File: src/rtl/seg7_pkg.sv
// Shared constants for the seven-segment scan driver: segment codes (a..g, active-low),
// the all-off pattern, and a width helper that never returns zero.
package seg7_pkg;

    localparam logic [0:6] SEG_BLANK = 7'b1111111;

    localparam logic [0:6] SEG_CODE [0:15] = '{
        7'b0000001, 7'b1001111, 7'b0010010, 7'b0000110,
        7'b1001100, 7'b0100100, 7'b0100000, 7'b0001111,
        7'b0000000, 7'b0000100, 7'b0001000, 7'b1100000,
        7'b0110001, 7'b1000010, 7'b0110000, 7'b0111000
    };

    function automatic int idx_w(input int n);
        return (n > 1) ? $clog2(n) : 1;
    endfunction

endpackage

File: src/rtl/seg7_decode.sv
// Hex nibble to active-low a..g segment pattern; purely combinational, no handshake.
module seg7_decode
    import seg7_pkg::*;
(
    input  logic [3:0] i_nib,
    output logic [0:6] o_seg
);

    assign o_seg = SEG_CODE[i_nib];

endmodule

File: src/rtl/seg7_scan_display.sv
// Time-multiplexed N-digit common-anode driver with frame-synchronous value commit.
// Outputs are registered one cycle behind the scan position; no backpressure, load is a strobe.
module seg7_scan_display
    import seg7_pkg::*;
#(
    parameter int NUM_DIGITS   = 4,
    parameter int REFRESH_DIV  = 100000,
    parameter int GHOST_CYCLES = 2
) (
    input  logic                    i_clk,
    input  logic                    i_reset,
    input  logic [4*NUM_DIGITS-1:0] i_value,
    input  logic                    i_load,
    input  logic [NUM_DIGITS-1:0]   i_dp_in,
    input  logic [NUM_DIGITS-1:0]   i_digit_en,
    input  logic                    i_lz_blank,
    output logic [0:6]              o_seg,
    output logic                    o_dp,
    output logic [NUM_DIGITS-1:0]   o_an,
    output logic                    o_frame_done
);

    localparam int IDX_W = idx_w(NUM_DIGITS);
    localparam int CNT_W = idx_w(REFRESH_DIV);
    localparam logic [CNT_W-1:0] CNT_LAST  = CNT_W'(REFRESH_DIV - 1);
    localparam logic [CNT_W-1:0] CNT_GHOST = CNT_W'(GHOST_CYCLES);
    localparam logic [IDX_W-1:0] IDX_LAST  = IDX_W'(NUM_DIGITS - 1);

    logic [CNT_W-1:0]        r_cnt;
    logic [IDX_W-1:0]        r_idx;
    logic [4*NUM_DIGITS-1:0] r_pend_val;
    logic [NUM_DIGITS-1:0]   r_pend_dp;
    logic                    r_pend_vld;
    logic [4*NUM_DIGITS-1:0] r_disp_val;
    logic [NUM_DIGITS-1:0]   r_disp_dp;
    logic [0:6]              r_seg;
    logic                    r_dp;
    logic [NUM_DIGITS-1:0]   r_an;
    logic                    r_frame_done;

    logic                    w_slot_end;
    logic                    w_commit;
    logic [3:0]              w_nib;
    logic                    w_dp_sel;
    logic                    w_cur_blank;
    logic                    w_hi_zero;
    logic [NUM_DIGITS-1:0]   w_an_sel;
    logic [0:6]              w_seg;

    assign w_slot_end = (r_cnt == CNT_LAST);
    assign w_commit   = w_slot_end && (r_idx == IDX_LAST);

    always_ff @(posedge i_clk) begin
        if (i_reset) begin
            r_cnt <= '0;
            r_idx <= '0;
        end else if (w_slot_end) begin
            r_cnt <= '0;
            r_idx <= (r_idx == IDX_LAST) ? '0 : r_idx + 1'b1;
        end else begin
            r_cnt <= r_cnt + 1'b1;
        end
    end

    // Display only changes at the frame boundary so a frame never mixes old and new digits.
    always_ff @(posedge i_clk) begin
        if (i_reset) begin
            r_pend_val <= '0;
            r_pend_dp  <= '0;
            r_pend_vld <= 1'b0;
            r_disp_val <= '0;
            r_disp_dp  <= '0;
        end else if (w_commit) begin
            if (i_load) begin
                r_disp_val <= i_value;
                r_disp_dp  <= i_dp_in;
            end else if (r_pend_vld) begin
                r_disp_val <= r_pend_val;
                r_disp_dp  <= r_pend_dp;
            end
            r_pend_vld <= 1'b0;
        end else if (i_load) begin
            r_pend_val <= i_value;
            r_pend_dp  <= i_dp_in;
            r_pend_vld <= 1'b1;
        end
    end

    // Walk from the top digit down so w_hi_zero means "this nibble and all above are zero".
    always_comb begin
        w_nib       = '0;
        w_dp_sel    = 1'b0;
        w_cur_blank = 1'b1;
        w_an_sel    = '1;
        w_hi_zero   = 1'b1;
        for (int k = NUM_DIGITS - 1; k >= 0; k--) begin
            w_hi_zero = w_hi_zero && (r_disp_val[4*k +: 4] == 4'h0);
            if (r_idx == IDX_W'(k)) begin
                w_nib       = r_disp_val[4*k +: 4];
                w_dp_sel    = r_disp_dp[k];
                w_cur_blank = !i_digit_en[k] || (i_lz_blank && w_hi_zero && (k != 0));
                w_an_sel[k] = 1'b0;
            end
        end
    end

    seg7_decode u_decode (
        .i_nib (w_nib),
        .o_seg (w_seg)
    );

    always_ff @(posedge i_clk) begin
        if (i_reset) begin
            r_seg        <= SEG_BLANK;
            r_dp         <= 1'b1;
            r_an         <= '1;
            r_frame_done <= 1'b0;
        end else begin
            r_frame_done <= w_commit;
            if ((r_cnt < CNT_GHOST) || w_cur_blank) begin
                r_seg <= SEG_BLANK;
                r_dp  <= 1'b1;
                r_an  <= '1;
            end else begin
                r_seg <= w_seg;
                r_dp  <= ~w_dp_sel;
                r_an  <= w_an_sel;
            end
        end
    end

    assign o_seg        = r_seg;
    assign o_dp         = r_dp;
    assign o_an         = r_an;
    assign o_frame_done = r_frame_done;

endmodule

File: config.mk
export PLATFORM = sky130hd
export DESIGN_NAME = seg7_scan_display
export DESIGN_NICKNAME = d
export VERILOG_FILES = /design/src/rtl/seg7_pkg.sv /design/src/rtl/seg7_decode.sv /design/src/rtl/seg7_scan_display.sv
export SDC_FILE = /design/constraint.sdc
export NUM_CORES = 1
export LEC_CHECK = 0
export ABC_CLOCK_PERIOD_IN_PS = 3250
export CAP_MARGIN = 40
export CORE_UTILIZATION = 55
export CTS_CLUSTER_SIZE = 30
export DETAILED_ROUTE_END_ITERATION = 7
export PLACE_DENSITY_LB_ADDON = 0.2
export SYNTH_ARGS = -nofsm -noshare
export SYNTH_HDL_FRONTEND = slang
export SYNTH_SLANG_ARGS = --single-unit
File: constraint.sdc
create_clock -name i_clk -period 3.25 [get_ports i_clk]
set_input_delay 0.975 -clock i_clk [delete_from_list [all_inputs] [get_ports i_clk]]
set_output_delay 0.975 -clock i_clk [all_outputs]
set_load 0.03 [all_outputs]
# --- Yosys cells after proc, flatten, opt, wreduce, memory -nomap -nowiden ---
# Memory sizes are Yosys's and may differ from the RTL's. A register that Yosys moved wholly into a read port is not among the register bits.
# Index checks and enable logic that the tools add are counted.
totals:
  reg_bits: 66
  mem_bits_ro: 112
  out_inout_bits: 13
  wordCells: 66
  n_memories: 1
memory_table:
  columns: ["name", "words", "width", "rd", "rd_ports_with_merged_regs", "wr", "line_no", "text"]
  rows:
  - ["(name not given)", 16, 7, 1, 1, 0, "seg7_decode.sv:9", "assign o_seg = SEG_CODE[i_nib];"]
classes:
  addsub: 2
  magnitude_cmp: 1
  n_eq_ne: 4
  n_mux: 21
  bitwise_logic: 3
  reduce_logical: 24
ops:
  columns: ["operator", "count"]
  rows:
  - ["16-bit 2-to-1 mux", 2]
  - ["4-bit 2-to-1 mux", 6]
  - ["17-bit by 1-bit adder with 17-bit output, second input constant", 1]
  - ["17-bit equality test, second input constant", 1]
  - ["17-bit by 2-bit less-than comparator with 1-bit output, second input constant", 1]
  - ["4-bit logical NOT", 3]
  - ["1-bit 2-to-1 mux", 12]
  - ["1-bit logical AND", 6]
  - ["2-bit OR reduction", 3]
  - ["4-bit NOT with 5-bit output", 1]
  - ["2-bit equality test, second input constant", 2]
  - ["1-bit logical NOT", 4]
  - ["1-bit logical OR", 4]
  - ["2-bit AND reduction", 2]
  - ["2-bit by 1-bit adder with 2-bit output, second input constant", 1]
  - ["2-bit by 1-bit equality test with 1-bit output, second input constant", 1]
  - ["2-bit logical NOT", 1]
  - ["2-bit 2-to-1 mux", 1]
  - ["1-bit NOT", 2]
  - ["2-bit nonzero test", 1]

# --- Longest topological paths before layout ---
logic_depth:
  word_depth: 9
  mapped_depth: 12
  depth_no_buf: 11

# --- By module ---
# Synthesis repeated with hierarchy kept, for this count alone.
hier_totals:
  cells_unflattened: 394
  hier_area_um2: 3513.4
by_module_without_submodules:
  columns: ["module", "n_inst", "cells_each", "area_each_um2", "seq_area_each_um2"]
  rows:
  - ["seg7_scan_display", 1, 363, 3250.6, 1461.4]
  - ["seg7_decode", 1, 31, 262.8, 0.0]

# --- Worst setup path before layout ---
# Ideal clock, no wire load.
synth_timing:
  path_kind: "register -> register"
  start: "register r_idx[0]"
  end: "register r_seg, in the netlist o_seg[0]"
  setup_time_ns: 0.119
  t_arrival_ns: 2.377
  required_ns: 3.131
  slack_ns: 0.754
  path_stages_with_launch: 10
  path_buffers: 1
  period_less_slack_ns: 2.496
  cell_sequence: "dfxtp_1 -> inv_1 -> ha_1 -> clkbuf_1 -> o311ai_1 -> inv_1 -> ha_1 -> or3_1 -> o221ai_1 -> nand2_1"
synth_via:
  elab_chain_len: 7
  word_cells_on_any_way: 15
synth_lines:
  columns: ["element", "line_no", "text"]
  rows:
  - ["from (decl)", "seg7_scan_display.sv:30", "logic [IDX_W-1:0] r_idx;"]
  - ["from (signal assigned)", "seg7_scan_display.sv:59", "r_idx <= (r_idx == IDX_LAST) ? '0 : r_idx + 1'b1;"]
  - ["2-bit equality test", "seg7_scan_display.sv:98", "if (r_idx == IDX_W'(k)) begin"]
  - ["1-bit 2-to-1 mux (4 in series)", "seg7_scan_display.sv:98", null]
  - ["1-bit logical OR", "seg7_scan_display.sv:120", "if ((r_cnt < CNT_GHOST) || w_cur_blank) begin"]
  - ["2-bit OR reduction (no source line)", null, null]
  - ["to (decl)", "seg7_scan_display.sv:36", "logic [0:6] r_seg;"]
# Several ways; a longest one is shown, not always the timed one.
# A chain may end at the register's enable or synchronous reset.

# --- Worst setup path after layout ---
# Ends and elaborated chain as after synthesis.

==> results.json <==
{
  "status": "completed",
  "placed_cells": 461,
  "timing.rr.start": "r_idx[0]",
  "synthArstFlopShare_pct": 0,
  "drc": 0,
  "fin_crit_ns": 2.85,
  "pre_cts_slack_ns": 0.393,
  "clk_latency_ns": 0.34,
  "cp.arrival_ns": 3.07,
  "wl_met1_um": 3160,
  "fin_nets": 436,
  "cts_setup_buffers": 0,
  "fin_worst_skew_ns": 0.00722,
  "yosysTopAreaCell": "dfxtp_1",
  "cts_sinks": 73,
  "cts_root_buffer": "clkbuf_8",
  "start_util_pct": 57.3,
  "power.density_mw_per_mm2": 428,
  "wl_per_cell_um": 13.9,
  "grt_max_degree": 47,
  "yosys.area_share.simple_pct": 19.4,
  "tritoncts": "yes",
  "cts_buffer_depth": 2,
  "grt_pass1_vias": 2360,
  "setup_ws_ns": 0.399,
  "muxShareOfSynthArea_pct": 14.4,
  "ys_top_cells_by_count": "dfxtp_1, nor2_1, mux2i_1",
  "ir_worst_vdd_v": 0.000305,
  "min_path_type": "reg -> reg",
  "critical_path_class": "reg -> reg",
  "wl_met3_um": 234,
  "crit_path_start_kind": "flop",
  "synth_ff_type": "dfxtp_1",
  "ys_types": 44,
  "row_count": 28,
  "synth_fp_nets": 401,
  "areaGrowthSynthToFinish_pct": 18.0,
  "wl_um": 6600,
  "cts_buffers": 9,
  "fin_tns_setup_ns": 0,
  "drv_slew": 0,
  "ant_nets": 0,
  "max_slew_margin_pct": 33.3,
  "rsz0062_at_grt": "false",
  "synth_edf_count": 0,
  "io_buffers": 40,
  "io_pins": 41,
  "instances_no_fill": 476,
  "synth-xor-area-share_pct": 4.11,
  "yosysTopAreaCellShare_pct": 42.8,
  "synth.avg_cell_area_sq_um": 9.43,
  "drtIter0Drc": 157,
  "end_kind": "flop",
  "via_count": 2604,
  "track_usage_pct": 21.5,
  "synthAdderAreaFrac_pct": 4.03,
  "finalSetupViolCount": 0,
  "antenna_found_initial": 0,
  "overflow": 0,
  "hold_buffers": 0,
  "yosys_warnings": 0,
  "synth_top_family_by_area": "simple AND/OR/NAND/NOR gates",
  "globalplace.congestion": 0.816,
  "route.met2.wl_um": 3120,
  "highest_layer": "met4",
  "htree_levels": 3,
  "synthCells": 362,
  "hold_viol": 0,
  "cts.clk_slew.worst_paths_ns": 0.07,
  "cts-resized-gates": 0,
  "path_max_fanout": 11,
  "synth.cell_area_sq_mm": 0.00341,
  "yosysSeqAreaShare_pct": 42.8,
  "finalCritPeriodShare_pct": 87.7,
  "die_h_um": 80.8,
  "synth.most_common_cell": "dfxtp_1",
  "crit_start": "r_idx[0]",
  "hpwl_um": 4680,
  "worstRegToRegCells": 8,
  "p_leak_nw": 1.54,
  "yosys_register_bits": 73,
  "antennaDiodeCount": 0,
  "maxCapViolCount": 0,
  "via_per_inst": 5.47,
  "rrSetupSlack_ns": 0.40,
  "dr.pass1.iters": 4,
  "dieArea_sq_mm": 0.00652,
  "synth_area_leaders": "dfxtp_1, mux2i_1, nor2_1",
  "fp.coreArea_sq_mm": 0.00596,
  "grt_pass1_wl_um": 10700,
  "synth_compound_area_share_pct": 10.6,
  "tightest_slew_ns": 0.985,
  "die_w_um": 80.8,
  "max_freq_ghz": 0.351,
  "drive_gt1_share_pct": 10.7,
  "worstPathRequired_ns": 3.47,
  "r2r-end": "o_seg[0]",
  "setup.worst_path.end": "o_seg[0]"
}
==> metrics by stage <==
stage | hold WS, ns | total power, mW | cell area (sq um) | util [%]
2_1_floorplan | 0.426 | 1.04 | 3410 | -
3_3_place_gp | 0.444 | 1.09 | 3850 | 64.6
3_5_place_dp | 0.459 | 1.10 | 3850 | 64.6
4_1_cts | 0.476 | 1.74 | 4030 | 67.6
5_1_grt | 0.507 | 1.79 | 4030 | 67.6
6_report | 0.468 | 1.72 | 4030 | 67.6
==> placed cells by master, fill, tap and decap left out, types with 5 or more instances in the layout <==
cell	netlist	final
nor2_1	67	67
mux2i_1	47	47
buf_4	5	8
clkdlybuf4s50_1	0	39
clkbuf_8	0	12
a211oi_2	12	12
inv_1	10	10
a211oi_1	10	10
nor3_1	6	6
nand2_1	22	22
xor2_1	10	10
xnor2_1	6	6
dfxtp_1	73	73
ha_1	11	11
nand3_1	11	11
nand3b_1	5	5
==> critical path, stage by stage, from the launching register on <==
cell      delay, ns
dfxtp_1        0.40
ha_1           0.41
inv_1          0.11
o311ai_1       0.86
inv_1          0.18
ha_1           0.28
or3_1          0.36
o221ai_1       0.07
nand2_1        0.07
==> report_power, final <==
| group | internal, mW | switching [mW] | total, mW |
|---|---|---|---|
| registers | 0.918 | 0.0116 | 0.929 |
| clock network | 0.335 | 0.315 | 0.650 |
| logic | 0.0734 | 0.0717 | 0.145 |
==> registers in the layout, summed over array words and instances, names as in the netlist <==
signal        cells
r_pend_dp         4
r_pend_vld        1
o_frame_done      1
r_disp_dp         4
o_seg             7
r_pend_val       16
o_an              4
o_dp              1
r_disp_val       16
r_cnt            17
r_idx             2
==> final cells by class <==
type / count / area [sq um]
Sequential cell: 73 / 1460
Fill cell: 495 / 1930
Clock inverter: 2 / 12.5
Multi-Input combinational cell: 255 / 1800
Timing Repair Buffer: 48 / 455
Inverter: 10 / 37.5
Clock buffer: 13 / 169
Tap cell: 75 / 93.8
==> how the worst min path moves through the flow <==
| stage | from | to | slack (ns) | cells past startpoint |
|---|---|---|---|---|
| floorplan | r_cnt[0] | r_cnt[0] | 0.43 | 1 |
| global placement | r_cnt[0] | r_cnt[0] | 0.44 | 1 |
| detailed placement | r_cnt[0] | r_cnt[0] | 0.46 | 1 |
| CTS | r_cnt[0] | r_cnt[0] | 0.48 | 1 |
| global route | r_cnt[0] | r_cnt[0] | 0.51 | 1 |
| finish | r_cnt[0] | r_cnt[0] | 0.47 | 1 |
==> logic make-up after synthesis <==
kind of cell               after synthesis
adders and majority gates               11
and+or+nand+nor                        138
AOI/OAI and AO/OA                       41
buffers and inverters                   34
muxes                                   49
xor gates and xnor gates                16
DFF                                     73
==> layer usage <==
layer,global-route usage (%),up-vias
met4,9.64,0
met1,26.8,1220
li1,-,1322
met5,0,-
met2,35.9,53
met3,4.16,9
Power figures use the tool's default switching activity.
